<file path="src/rtl/char_buf_pkg.sv">
// Shared definitions for the VGA character-buffer read engine.
// Holds FSM state codes, word packing constants and the char code type.
package char_buf_pkg;

    localparam int CHARS_PER_WORD = 4;
    localparam int ADDR_W_DEF     = 11;

    typedef logic [7:0] char_t;
    typedef logic [1:0] state_t;

    localparam logic [1:0] ST_IDLE  = 2'd0;
    localparam logic [1:0] ST_RUN   = 2'd1;
    localparam logic [1:0] ST_DRAIN = 2'd2;

endpackage

</file>
<file path="src/rtl/char_word_fifo.sv">
// Show-ahead synchronous word FIFO for prefetched SRAM words.
// Ports: clk, reset (sync, high), push/wdata, pop, rdata (head), count.
module char_word_fifo
#(
    parameter int DEPTH = 4
) (
    input  logic                     clk,
    input  logic                     reset,
    input  logic                     push,
    input  logic [31:0]              wdata,
    input  logic                     pop,
    output logic [31:0]              rdata,
    output logic [$clog2(DEPTH):0]   count
);

    localparam int PW    = $clog2(DEPTH);
    localparam int CNT_W = PW + 1;

    logic [31:0]      mem_q [DEPTH];
    logic [PW-1:0]    wr_ptr_q, wr_ptr_d;
    logic [PW-1:0]    rd_ptr_q, rd_ptr_d;
    logic [CNT_W-1:0] count_q, count_d;
    logic             push_ok;
    logic             pop_ok;

    assign push_ok = push && (count_q != CNT_W'(DEPTH));
    assign pop_ok  = pop && (count_q != '0);
    assign rdata   = mem_q[rd_ptr_q];
    assign count   = count_q;

    always_comb begin
        wr_ptr_d = wr_ptr_q;
        rd_ptr_d = rd_ptr_q;
        count_d  = count_q;
        if (push_ok) begin
            wr_ptr_d = wr_ptr_q + PW'(1);
        end
        if (pop_ok) begin
            rd_ptr_d = rd_ptr_q + PW'(1);
        end
        if (push_ok && !pop_ok) begin
            count_d = count_q + CNT_W'(1);
        end else if (!push_ok && pop_ok) begin
            count_d = count_q - CNT_W'(1);
        end
    end

    always_ff @(posedge clk) begin
        if (reset) begin
            wr_ptr_q <= '0;
            rd_ptr_q <= '0;
            count_q  <= '0;
        end else begin
            wr_ptr_q <= wr_ptr_d;
            rd_ptr_q <= rd_ptr_d;
            count_q  <= count_d;
        end
    end

    always_ff @(posedge clk) begin
        if (push_ok) begin
            mem_q[wr_ptr_q] <= wdata;
        end
    end

endmodule

</file>
<file path="src/rtl/char_buf_sram_reader.sv">
// Scans the character-buffer SRAM via port s2 and streams char codes out.
// Ports: clk/reset, enable, sram s2 master, Avalon-ST source
// (st_data/valid/ready/sop/eop/line), busy.
// Option: CHAR_READER_ROW_REPEAT_EN re-emits each row LINES times.
module char_buf_sram_reader
    import char_buf_pkg::*;
#(
    parameter int COLS       = 80,
    parameter int ROWS       = 60,
    parameter int STRIDE_W   = 32,
    parameter int BASE_W     = 0,
    parameter int ADDR_W     = ADDR_W_DEF,
    parameter int FIFO_DEPTH = 4,
    parameter int LINES      = 8
) (
    input  logic              clk,
    input  logic              reset,
    input  logic              enable,
    output logic [ADDR_W-1:0] sram_address2,
    output logic              sram_chipselect2,
    output logic              sram_clken2,
    output logic              sram_write2,
    output logic [3:0]        sram_byteenable2,
    input  logic [31:0]       sram_readdata2,
    output logic [7:0]        st_data,
    output logic              st_valid,
    input  logic              st_ready,
    output logic              st_sop,
    output logic              st_eop,
    output logic [2:0]        st_line,
    output logic              busy
);

    localparam int WPR = COLS / CHARS_PER_WORD;
`ifdef CHAR_READER_ROW_REPEAT_EN
    localparam int NLINES = LINES;
`else
    localparam int NLINES = 1;
`endif
    localparam int WC_W  = $clog2(WPR + 1);
    localparam int OC_W  = $clog2(COLS + 1);
    localparam int R_W   = $clog2(ROWS + 1);
    localparam int L_W   = $clog2(NLINES + 1);
    localparam int CNT_W = $clog2(FIFO_DEPTH) + 1;

    if ((COLS % CHARS_PER_WORD) != 0 || LINES < 1 || LINES > 8) begin : g_bad_cfg
        $error("char_buf_sram_reader: COLS must be a multiple of 4, LINES 1..8");
    end

    state_t           state_q, state_d;
    logic [WC_W-1:0]  wcol_q, wcol_d;
    logic [R_W-1:0]   row_q, row_d;
    logic [L_W-1:0]   iline_q, iline_d;
    logic [ADDR_W-1:0] row_base_q, row_base_d;
    logic             inflight_q;
    logic [OC_W-1:0]  ocol_q, ocol_d;
    logic [R_W-1:0]   orow_q, orow_d;
    logic [L_W-1:0]   oline_q, oline_d;

    logic [CNT_W-1:0] fifo_count;
    logic [31:0]      fifo_rdata;
    logic [CNT_W:0]   used;
    logic             credit_ok;
    logic             issue;
    logic             last_word;
    logic             hs;
    logic             pop;
    logic             o_last_col;
    logic             o_last_line;
    logic             o_last_row;
    char_t            char_sel;

    // Words issued but not yet popped must never exceed the FIFO size.
    assign used      = {1'b0, fifo_count} + {{CNT_W{1'b0}}, inflight_q};
    assign credit_ok = used < (CNT_W + 1)'(FIFO_DEPTH);
    assign issue     = (state_q == ST_RUN) && credit_ok;
    assign last_word = (wcol_q == WC_W'(WPR - 1))
                    && (iline_q == L_W'(NLINES - 1))
                    && (row_q == R_W'(ROWS - 1));

    assign o_last_col  = ocol_q == OC_W'(COLS - 1);
    assign o_last_line = oline_q == L_W'(NLINES - 1);
    assign o_last_row  = orow_q == R_W'(ROWS - 1);

    assign st_valid = fifo_count != '0;
    assign hs       = st_valid && st_ready;
    // A word leaves the FIFO on the handshake of its top byte.
    assign pop      = hs && (ocol_q[1:0] == 2'd3);

    assign sram_address2    = row_base_q + ADDR_W'(wcol_q);
    assign sram_chipselect2 = issue;
    assign sram_clken2      = 1'b1;
    assign sram_write2      = 1'b0;
    assign sram_byteenable2 = 4'hF;
    assign busy             = state_q != ST_IDLE;

    always_comb begin
        char_sel = '0;
        unique case (ocol_q[1:0])
            2'd0: char_sel = fifo_rdata[7:0];
            2'd1: char_sel = fifo_rdata[15:8];
            2'd2: char_sel = fifo_rdata[23:16];
            2'd3: char_sel = fifo_rdata[31:24];
        endcase
    end

    assign st_data = st_valid ? char_sel : '0;
    assign st_sop  = st_valid && (ocol_q == '0)
                  && (oline_q == '0) && (orow_q == '0);
    assign st_eop  = st_valid && o_last_col && o_last_line && o_last_row;
`ifdef CHAR_READER_ROW_REPEAT_EN
    assign st_line = 3'(oline_q);
`else
    assign st_line = 3'd0;
`endif

    // Issue and output counters wrap to zero at frame end, so each new
    // frame starts from row 0 without a separate clear.
    always_comb begin
        state_d    = state_q;
        wcol_d     = wcol_q;
        row_d      = row_q;
        iline_d    = iline_q;
        row_base_d = row_base_q;
        ocol_d     = ocol_q;
        orow_d     = orow_q;
        oline_d    = oline_q;

        unique case (state_q)
            ST_IDLE: begin
                if (enable) begin
                    state_d = ST_RUN;
                end
            end
            ST_RUN: begin
                if (issue && last_word) begin
                    state_d = ST_DRAIN;
                end
            end
            ST_DRAIN: begin
                if (hs && st_eop) begin
                    state_d = enable ? ST_RUN : ST_IDLE;
                end
            end
            default: state_d = ST_IDLE;
        endcase

        if (issue) begin
            if (wcol_q == WC_W'(WPR - 1)) begin
                wcol_d = '0;
                if (iline_q == L_W'(NLINES - 1)) begin
                    iline_d = '0;
                    if (row_q == R_W'(ROWS - 1)) begin
                        row_d      = '0;
                        row_base_d = ADDR_W'(BASE_W);
                    end else begin
                        row_d      = row_q + R_W'(1);
                        row_base_d = row_base_q + ADDR_W'(STRIDE_W);
                    end
                end else begin
                    iline_d = iline_q + L_W'(1);
                end
            end else begin
                wcol_d = wcol_q + WC_W'(1);
            end
        end

        if (hs) begin
            if (o_last_col) begin
                ocol_d = '0;
                if (o_last_line) begin
                    oline_d = '0;
                    orow_d  = o_last_row ? '0 : orow_q + R_W'(1);
                end else begin
                    oline_d = oline_q + L_W'(1);
                end
            end else begin
                ocol_d = ocol_q + OC_W'(1);
            end
        end
    end

    always_ff @(posedge clk) begin
        if (reset) begin
            state_q    <= ST_IDLE;
            wcol_q     <= '0;
            row_q      <= '0;
            iline_q    <= '0;
            row_base_q <= ADDR_W'(BASE_W);
            inflight_q <= 1'b0;
            ocol_q     <= '0;
            orow_q     <= '0;
            oline_q    <= '0;
        end else begin
            state_q    <= state_d;
            wcol_q     <= wcol_d;
            row_q      <= row_d;
            iline_q    <= iline_d;
            row_base_q <= row_base_d;
            inflight_q <= issue;
            ocol_q     <= ocol_d;
            orow_q     <= orow_d;
            oline_q    <= oline_d;
        end
    end

    // Read latency is one cycle: the word issued last cycle is on
    // readdata2 now and is captured directly.
    char_word_fifo #(
        .DEPTH (FIFO_DEPTH)
    ) u_fifo (
        .clk   (clk),
        .reset (reset),
        .push  (inflight_q),
        .wdata (sram_readdata2),
        .pop   (pop),
        .rdata (fifo_rdata),
        .count (fifo_count)
    );

endmodule

</file>
<file path="config.mk">
export PLATFORM = sky130hd
export DESIGN_NAME = char_buf_sram_reader
export DESIGN_NICKNAME = d
export VERILOG_FILES = /design/src/rtl/char_buf_pkg.sv /design/src/rtl/char_word_fifo.sv /design/src/rtl/char_buf_sram_reader.sv
export SDC_FILE = /design/constraint.sdc
export NUM_CORES = 1
export LEC_CHECK = 0
export CAP_MARGIN = 20
export CORE_MARGIN = 2
export CORE_UTILIZATION = 57
export DETAILED_ROUTE_END_ITERATION = 6
export PLACE_DENSITY_LB_ADDON = 0.15
export SETUP_SLACK_MARGIN = 0.15
export SYNTH_ARGS = -nofsm -noshare
export SYNTH_HDL_FRONTEND = slang
export SYNTH_HIERARCHICAL = 1
export SYNTH_SLANG_ARGS = --single-unit
export TNS_END_PERCENT = 30
</file>
<file path="constraint.sdc">
create_clock -name clk -period 3 [get_ports clk]
set_input_delay 0.6 -clock clk [delete_from_list [all_inputs] [get_ports clk]]
set_output_delay 0.6 -clock clk [all_outputs]
set_load 0.02 [all_outputs]
</file>
==> results of run 1 <==
worst paths after layout:
path | start | end | slack, ns | depth (start not counted)
worst min register to register | row_q[4] | row_q[4] | 0.47 | 1
worst max register to register | u_fifo/count[0] | u_fifo/count[2] | 0.65 | 9
worst max-delay path | flop | st_data[3] | -0.03 | 9
worst min-delay path | row_q[4] | row_q[4] | 0.47 | 1
logic make-up (layout without fill, tap and decap cells):
logic type / Yosys count / in the layout / share of synthesized area
flops: 170 / 170 / 0.6514
simple gates: 133 / 133 / 0.09725
buf+inv: 52 / 127 / 0.04332
compound gates: 47 / 47 / 0.04419
mux: 37 / 37 / 0.1084
xor+xnor: 21 / 21 / 0.02557
fa+ha+maj: 16 / 16 / 0.02888
other cells: 2 / 9 / 0.001044
flip-flops by register name, indices dropped and copies added, names as in the netlist, named ones only:
register,cells
row_base_q,6
ocol_q,7
wcol_q,5
row_q,6
orow_q,6
u_fifo/rd_ptr_q,2
state_q,2
u_fifo/wr_ptr_q,2
inflight_q,1
u_fifo/mem_q,128
u_fifo/count,3
synth_stat cells, types with 5 or more instances:
cell / n
edfxtp_1: 128
nor2_1: 46
dfxtp_1: 42
mux4_2: 30
a21oi_1: 18
clkbuf_1: 17
ha_1: 15
nand2_1: 15
xor2_1: 13
buf_4: 12
nand3_1: 11
inv_1: 10
nand4_1: 10
a222oi_1: 8
and3_1: 8
nor3_1: 8
xnor2_1: 8
o21ai_0: 7
buf_2: 6
and2_1: 5
nor2b_1: 5
or3_1: 5
cell type report:
type	count	area share
Sequential cell	170	0.5413
Multi-Input combinational cell	263	0.2578
Timing Repair Buffer	85	0.09900
Clock buffer	17	0.04907
Tap cell	172	0.02482
Clock inverter	15	0.02367
Inverter	10	0.004330
power breakdown:
group	switching [mW]	total (mW)	internal [mW]
Combinational	0.198	0.349	0.151
Sequential	0.0276	2.60	2.57
Clock	0.951	2.30	1.34
Total	1.18	5.24	4.07
stage by stage:
stage | setup TNS (ns) | hold slack, ns | utilization | instances
finish | -0.07326 | 0.4692 | 0.6955 | 732
CTS | -0.3220 | 0.4707 | 0.6942 | 732
floorplan | 0 | 0.4340 | - | 485
global placement | 0 | 0.4475 | 0.6379 | 694
global route | -1.032 | 0.4995 | 0.6955 | 732
detailed placement | -0.03397 | 0.4598 | 0.6379 | 694
timing repair:
action / 4_1_cts / 5_1_grt
resized for setup: 40 / 5
endpoints found under the setup margin: 10 / 10
setup buffers: 5 / 0
pin swaps: 8 / 4
gates cloned: 1 / 0
hold endpoints to repair: 0 / 0
metal layers:
| metal | vias up | GRT usage |
|---|---|---|
| li1 | 1942 | - |
| met1 | 2087 | 0.2706 |
| met2 | 99 | 0.3845 |
| met3 | 14 | 0.04878 |
| met4 | 0 | 0.09127 |
| met5 | - | 0 |
==> results.yml, run 1 <==
global_routing:
  antenna_found_initial: 0
  grt_pass1_wl_mm: 21.86
  grt_pass1_vias: 4207
  grt-ovfl-total: 0
  grtUsageTotal: 0.2215
  grt_max_degree: 33
placed_design:
  dpl_cell_area_um2: 7951
  placement.io_buffers: 59
  dpl_worst_slack_ns: -0.03397
  dpl.hpwl_mm: 8.660
  gp_congestion: 0.8038
run_status:
  violations: "negative setup slack"
  status: "finished, violations left"
finish:
  seqCellArea_um2: 4693
  drive_gt1_frac: 0.1982
  syn_to_final_growth_pct: 20.55
  final_common_cell: "edfxtp_1"
  layout.nets: 599
  num_antenna_cells: 0
  multi_input_area_um2: 2235
  n_fill_cell: 877
  layout_common_cells: "edfxtp_1, clkdlybuf4s50_1, nor2_1"
  final_cell_area_um2: 8670
critical_path:
  cp_common_cell: "nor2_1"
  startpoint_type: "flop"
  crit_family: "buffers and inverters"
  cpPeakStageDelay_ns: 0.51
  end_kind: "output pin"
  critical_path.cell_chain: "buf_12 -> buf_16 -> mux4_2 -> a222oi_1 -> buf_4 -> nor2_1 -> a21oi_1 -> nor2_1 -> buf_2"
  worstPathMaxFanout: 7
  path_buf_inv: 4
  arrival_ns: 2.43
  crit_required_ns: 2.40
  path_class: "flop to output pin"
  crit_slowest_cell: "mux4_2"
pwr:
  power_density_nw_per_um2: 604.9
  leakage_nw: 2.949
  p_total_mw: 5.244
  ir_worst_vdd_v: 0.0006392
detailed_routing:
  wl_per_cell_um: 18.63
  wl_met1_mm: 5.540
  first_pass_iters: 4
  wl_met3_um: 655
  wl_met2_mm: 7.261
  top_layer: "met4"
  num_vias: 4142
  wirelength_mm: 13.64
  drc: 0
  vias_per_cell: 5.658
  drt_first_iter_violations: 368
  drtAntennaViolNets: 0
timing:
  min_period_over_period: 1.011
  finalHoldViolCount: 0
  slew_viol_final: 0
  timing.fmax_mhz: 329.8
  setup_ws_ns: -0.03257
  slew_headroom: 0.6159
  min_period_ns: 3.033
  setup_violations: 3
  finClkSkew_ns: 0.005759
  rsz0062_at_grt: "true"
  worst_pin_slew_ns: 0.5761
logic_synthesis:
  synth.top_cell.area_share: 0.5344
  syn_area_um2: 7192
  synth-seq-cells: 170
  syn_inst: 478
  seq_area_frac_synth: 0.6514
  synth.largest_area_cell: "edfxtp_1"
  synth_flop_cell: "edfxtp_1"
  async_reset_ff_frac: 0
  ys_types: 50
  avgSynthCellArea_um2: 15.05
  ys_top_cells_by_area: "edfxtp_1, dfxtp_1, mux4_2, ha_1, nor2_1"
  synth_warnings: 6
  synth_edf_count: 128
clock_tree:
  cts_sinks: 170
  cts.reportedPaths.clkPinSlew_ns: 0.06
  cts-root-buf: "clkbuf_16"
  tritoncts: "yes"
  cts_made_buffers: 17
  h-tree-depth: 4
  clockBufferDepth: 2
  hold_buffers: 0
  clock_latency_ns: 0.42
floorplanning:
  ios: 69
  die-height_um: 116.3
  num_rows: 41
  core_area_um2: 12470
  die_area_um2: 13530
  initial_utilization: 0.5769
  die_w_um: 116.3
min_path:
  hold_path.class: "flop to flop"
job:
  maxCapViolations: 0
Power figures use the tool's default switching activity.
==> run 2: changes to the inputs <==
--- a/config.mk
+++ b/config.mk
@@ -6,7 +6,6 @@
 export NUM_CORES = 1
 export LEC_CHECK = 0
 export CAP_MARGIN = 20
-export CORE_MARGIN = 2
 export CORE_UTILIZATION = 57
 export DETAILED_ROUTE_END_ITERATION = 6
 export PLACE_DENSITY_LB_ADDON = 0.15
==> run 2 against run 1 <==
The run now ends clean. Worst setup slack better by 0.041 ns. Final cell count decreased by 0.55%. Wire length shrank 0.29%. Global-route usage rose by 0.67 points. Largest power group unchanged. Die area decreased by 3.4%.
==> results.yml, run 2 (same netlist as run 1, synthesis figures left out) <==
finish:
  largest_reg_flops: 128
  num_antenna_cells: 0
  top_register: "u_fifo/mem_q"
  layout.nets: 600
  final_common_cell: "edfxtp_1"
  layout_common_cells: "edfxtp_1, clkdlybuf4s50_1, nor2_1"
  final_cell_area_um2: 8625
  n_fill_cell: 813
  seqCellArea_um2: 4692
  stdcell_count: 728
  utilization: 0.7092
  drive_gt1_frac: 0.1964
  multi_input_area_um2: 2232
  top_regs: "u_fifo/mem_q x128, ocol_q x7"
  syn_to_final_growth_pct: 19.92
critical_path:
  r2r_cells: 9
  path_class: "flop to output pin"
  critical_path.cell_chain: "buf_12 -> mux4_2 -> a222oi_1 -> buf_4 -> nor2_4 -> a21oi_2 -> nor2_1 -> buf_4"
  arrival_ns: 2.39
  startpoint_type: "flop"
  cp_common_cell: "buf_4"
  crit_slowest_cell: "mux4_2"
  r2r-start: "u_fifo/count[0]"
  end_kind: "output pin"
  cpPeakStageDelay_ns: 0.49
  worstPathMaxFanout: 6
  reg2reg_slack_ns: 0.63
  crit_required_ns: 2.40
  r2r-end: "u_fifo/count[2]"
global_routing:
  grt_pass1_vias: 4186
  grtUsageTotal: 0.2282
  antenna_found_initial: 0
  grt_pass1_wl_mm: 21.83
  grt_max_degree: 33
  grt-ovfl-total: 0
timing:
  tns_ns: 0
  finalHoldViolCount: 0
  slew_viol_final: 0
  min_period_over_period: 0.9973
  slew_headroom: 0.5636
  finClkSkew_ns: 0.007053
  setup_violations: 0
  worst_pin_slew_ns: 0.6547
  min_period_ns: 2.992
  timing.fmax_mhz: 334.2
  rsz0062_at_grt: "true"
floorplanning:
  ios: 69
  die_w_um: 114.3
  die-height_um: 114.3
  die_area_um2: 13070
  num_rows: 40
  initial_utilization: 0.5914
  core_area_um2: 12160
detailed_routing:
  drc: 0
  num_vias: 4156
  drt_first_iter_violations: 305
  wirelength_mm: 13.60
  vias_per_cell: 5.709
  first_pass_iters: 5
  drtAntennaViolNets: 0
  wl_per_cell_um: 18.68
clock_tree:
  clockBufferDepth: 2
  tritoncts: "yes"
  cts.reportedPaths.clkPinSlew_ns: 0.06
  clock_latency_ns: 0.42
  cts-root-buf: "clkbuf_16"
  h-tree-depth: 4
  cts_sinks: 170
  cts_made_buffers: 17
run_status:
  status: "finished, final reports clean"
placed_design:
  dpl_cell_area_um2: 7956
  dpl.hpwl_mm: 8.589
  dp_cells: 693
  gp_congestion: 0.8050
  placement.io_buffers: 59
min_path:
  whs_path_depth: 2
  hold_path.class: "flop to flop"
  hold_end: "row_q[1]"
  hold_path_startpoint: "row_q[1]"
pwr:
  leakage_nw: 2.916
  power_density_nw_per_um2: 610.4
  ir_worst_vdd_v: 0.0005524
job:
  maxCapViolations: 0
-- run 2: changes by cell type in the layout (fill, tap and decap cells not counted), moves of 2 or more --
| cell | change |
|---|---|
| clkinv_1 | +2 |
| buf_12 | -3 |
| buf_4 | +7 |
| buf_2 | -5 |
| buf_6 | +2 |
-- run 2: worst max-delay path: cells and delay by family (launching register included) --
kind            cells  cell delay (ns)
compound gates      2             0.48
buf+inv             3             0.49
flops               1             0.40
mux                 1             0.49
simple gates        2             0.10
-- run 2: what timing repair did --
action	in CTS	in global routing
hold buffers	0	0
buffers inserted	2	2
gates resized for setup	45	9
setup endpoints to repair	10	10
pin swaps	9	7
-- run 2: layer usage --
layer,vias up,routed length (um),track usage,share of wire
met5,-,0,0,0
met4,0,222,0.07100,0.016
met3,20,720,0.06035,0.053
met2,120,6958,0.3891,0.51
met1,2072,5698,0.2866,0.42
li1,1944,-,-,-
-- run 2: metrics by stage --
step                      total power, mW  setup WS (ns)  hold WS (ns)
final                               5.265       0.008127        0.4922
after global routing                5.429        -0.1568        0.5326
after CTS                           5.293       -0.01021        0.4923
after detailed placement            3.016       -0.01232        0.4828
after global placement              3.004        0.03463        0.4464
after floorplan                     2.842         0.5926        0.4340
-- run 2: final cells by class --
cell class,instances,share of cell area
clock inverters,13,0.02205
clock buffers,18,0.04976
well taps,168,0.02437
multi-input cells,263,0.2588
repair buffers,86,0.09662
inverters,10,0.004352
flip-flops and latches,170,0.5440
-- run 2: worst max-delay path by stage --
stage	end	slack, ns
after floorplan	u_fifo/count[2]	0.59
after detailed placement	st_data[1]	-0.01
after CTS	st_data[6]	-0.01
after global placement	st_data[2]	0.03
after global routing	st_data[6]	-0.16
final	st_data[6]	0.008
-- run 2: where the power goes --
part           total [mW]  internal, mW  switching, mW
clock network        2.30          1.40          0.900
logic               0.364         0.161          0.203
registers            2.60          2.57         0.0272
total                5.26          4.13           1.13
==> edit: new RTL, settings of run 2 <==
`ADDR_W_DEF`: 11 -> 10.
--- a/src/rtl/char_buf_pkg.sv
+++ b/src/rtl/char_buf_pkg.sv
@@ -3,7 +3,7 @@
 package char_buf_pkg;
 
     localparam int CHARS_PER_WORD = 4;
-    localparam int ADDR_W_DEF     = 11;
+    localparam int ADDR_W_DEF     = 10;
 
     typedef logic [7:0] char_t;
     typedef logic [1:0] state_t;
Interface: changed (resized sram_address2); port bits go from 69 to 68. The function was not compared with the original's and may differ.
==> edit against run 2 <==
Synthesized cell count down 1.0%; the run now ends with setup timing left; count of clock-buffer cells in the layout unchanged; setup slack worse by 74 ps; first-iteration DRC count up 1.6%; largest cell class unchanged; via count up 1.3%; area after synthesis down 0.33%; final area about the same; wire length down 1.1%; total power down 2.9%; sequential cell count down 1.
==> edit: results (changes against run 2) <==
[routing]
drtIter0Drc=310  ; +1.6%
met1_length_um=5620  ; -1.4%
ant_nets=0  ; unchanged
vias_per_cell=5.74  ; +0.58%
vias=4209  ; +1.3%
wl_per_cell_um=18.3  ; -1.8%
wl_met3_um=621  ; -14%
routed-wl-met2_um=6940  ; -0.22%

[clock_tree]
post-cts-setup-buffer-count=2  ; unchanged
post_cts_resized=43  ; -4.4%
cts-root-buf=clkbuf_16

[placement]
dp.cells=696  ; +0.43%
dpl_cell_area_um2=7950  ; about the same
hpwl_um=8500  ; -1.0%
io_buffers=58  ; -1.7%
gp_congestion=0.834  ; +3.6%

[logic_synthesis]
synth_cells=473  ; -1.0%
synth_compound_area_share_pct=4.73  ; +0.31 points
synthAdderAreaFrac_pct=3.07  ; +0.18 points
synthMuxAreaShare_pct=10.7  ; -0.10 points
ys_types=52  ; +4.0%
synth_warnings=6  ; unchanged
synthXorXnorAreaFrac_pct=2.57  ; +0.0085 points
yosysSeqAreaShare_pct=65.1  ; about the same
ys_top_cells_by_area=edfxtp_1 54%, dfxtp_1 11%, mux4_2 9.4%, ha_1 2.8%, nor2_1 2.1%
synthTopCellsByCount=128 x edfxtp_1, 41 x dfxtp_1, 41 x nor2_1

[timing]
tightest_slew_ps=946  ; +291 ps
fin_ws_ps=-66.3  ; -74.4 ps
final.setup.tns_ps=-186  ; -186 ps
finalSetupViolCount=6  ; +6
skew_ps=4.96  ; -2.10 ps

[pwr]
p_sw_mw=1.15  ; +1.6%
vdd_drop_max_v=0.000505  ; -8.7%
power.leakage_nw=2.90  ; -0.46%

[global_route]
grt_pass1_wl_um=22000  ; +0.85%
use_met2_pct=39.2  ; +0.24 points
grt_max_degree=33  ; unchanged
grt_util_met3_pct=7.15  ; +1.1 points
grt_pass1_vias=4304  ; +2.8%
gr-usage-met1_pct=28.1  ; -0.61 points
track_usage_pct=23.2  ; +0.42 points

[worst_setup_path]
worstPathArrival_ps=2470  ; +80 ps
endpoint=st_data[4]
cp_max_fo=5  ; -1
cpPeakStageDelay_ps=510  ; +20 ps
crit_family=compound AO/OA/AOI/OAI gates
critPathSlowestCell=mux4_2
r2r_start=u_fifo/count[0]

[min_path]
worstHoldPathType=reg2reg

[cells_and_area]
final_nets=605  ; +0.83%
final.fill_count=816  ; +0.37%
reg_top3=u_fifo/mem_q: 128 flops, ocol_q: 7 flops
diodes=0  ; unchanged
drive_gt1_share_pct=19.6  ; about the same

[run_status]
status=complete, but fails checks
violations=setup timing

[edit: cell count changes in the layout (fill, tap and decap cells not counted), moves of 3 or more]
cell	run 2	this run
a21oi_1	17	23
nand2_1	15	21
nor2_1	45	39
buf_4	26	23
or3_1	5	8
[edit: power by group through the flow]
stage | logic (mW) | registers, mW | clock network [mW]
after floorplan | 0.194 | 2.63 | 0
after global placement | 0.351 | 2.63 | 0
after detailed placement | 0.358 | 2.63 | 0
after CTS | 0.349 | 2.58 | 2.23
after global routing | 0.379 | 2.59 | 2.34
final | 0.349 | 2.58 | 2.18
[edit: layout make-up]
type	instances	area [um^2]	area share, %
Sequential cell	169	4670	54.2
Multi-Input combinational cell	270	2270	26.4
Timing Repair Buffer	84	833	9.67
Clock buffer	18	429	4.98
Tap cell	168	210	2.44
Clock inverter	14	164	1.90
Inverter	10	37.5	0.436
[edit: through the flow]
stage	setup WS [ps]	util [%]
finish	-66.3	71.1
global route	-178	71.1
CTS	-109	70.9
detailed placement	1.05	65.7
global placement	21.8	65.7
floorplan	650	-
[edit: cell families after synthesis]
kind of cell             count (synthesis)
adder cells (fa/ha/maj)                 17
buffers and inverters                   42
flip-flops                             169
other                                    2
AO/OA/AOI/OAI                           51
AND/OR/NAND/NOR                        135
XOR/XNOR                                21
multiplexers                            36
[edit: how the worst min path moves through the flow]
stage / startpoint / endpoint / slack [ps] / cells after the start
after floorplan: row_q[4] / row_q[4] / 430 / 1
after global placement: row_q[4] / row_q[4] / 450 / 1
after detailed placement: row_q[4] / row_q[4] / 470 / 1
after CTS: row_q[4] / row_q[4] / 470 / 1
after global routing: row_q[4] / row_q[4] / 500 / 1
final: row_q[4] / row_q[4] / 470 / 1
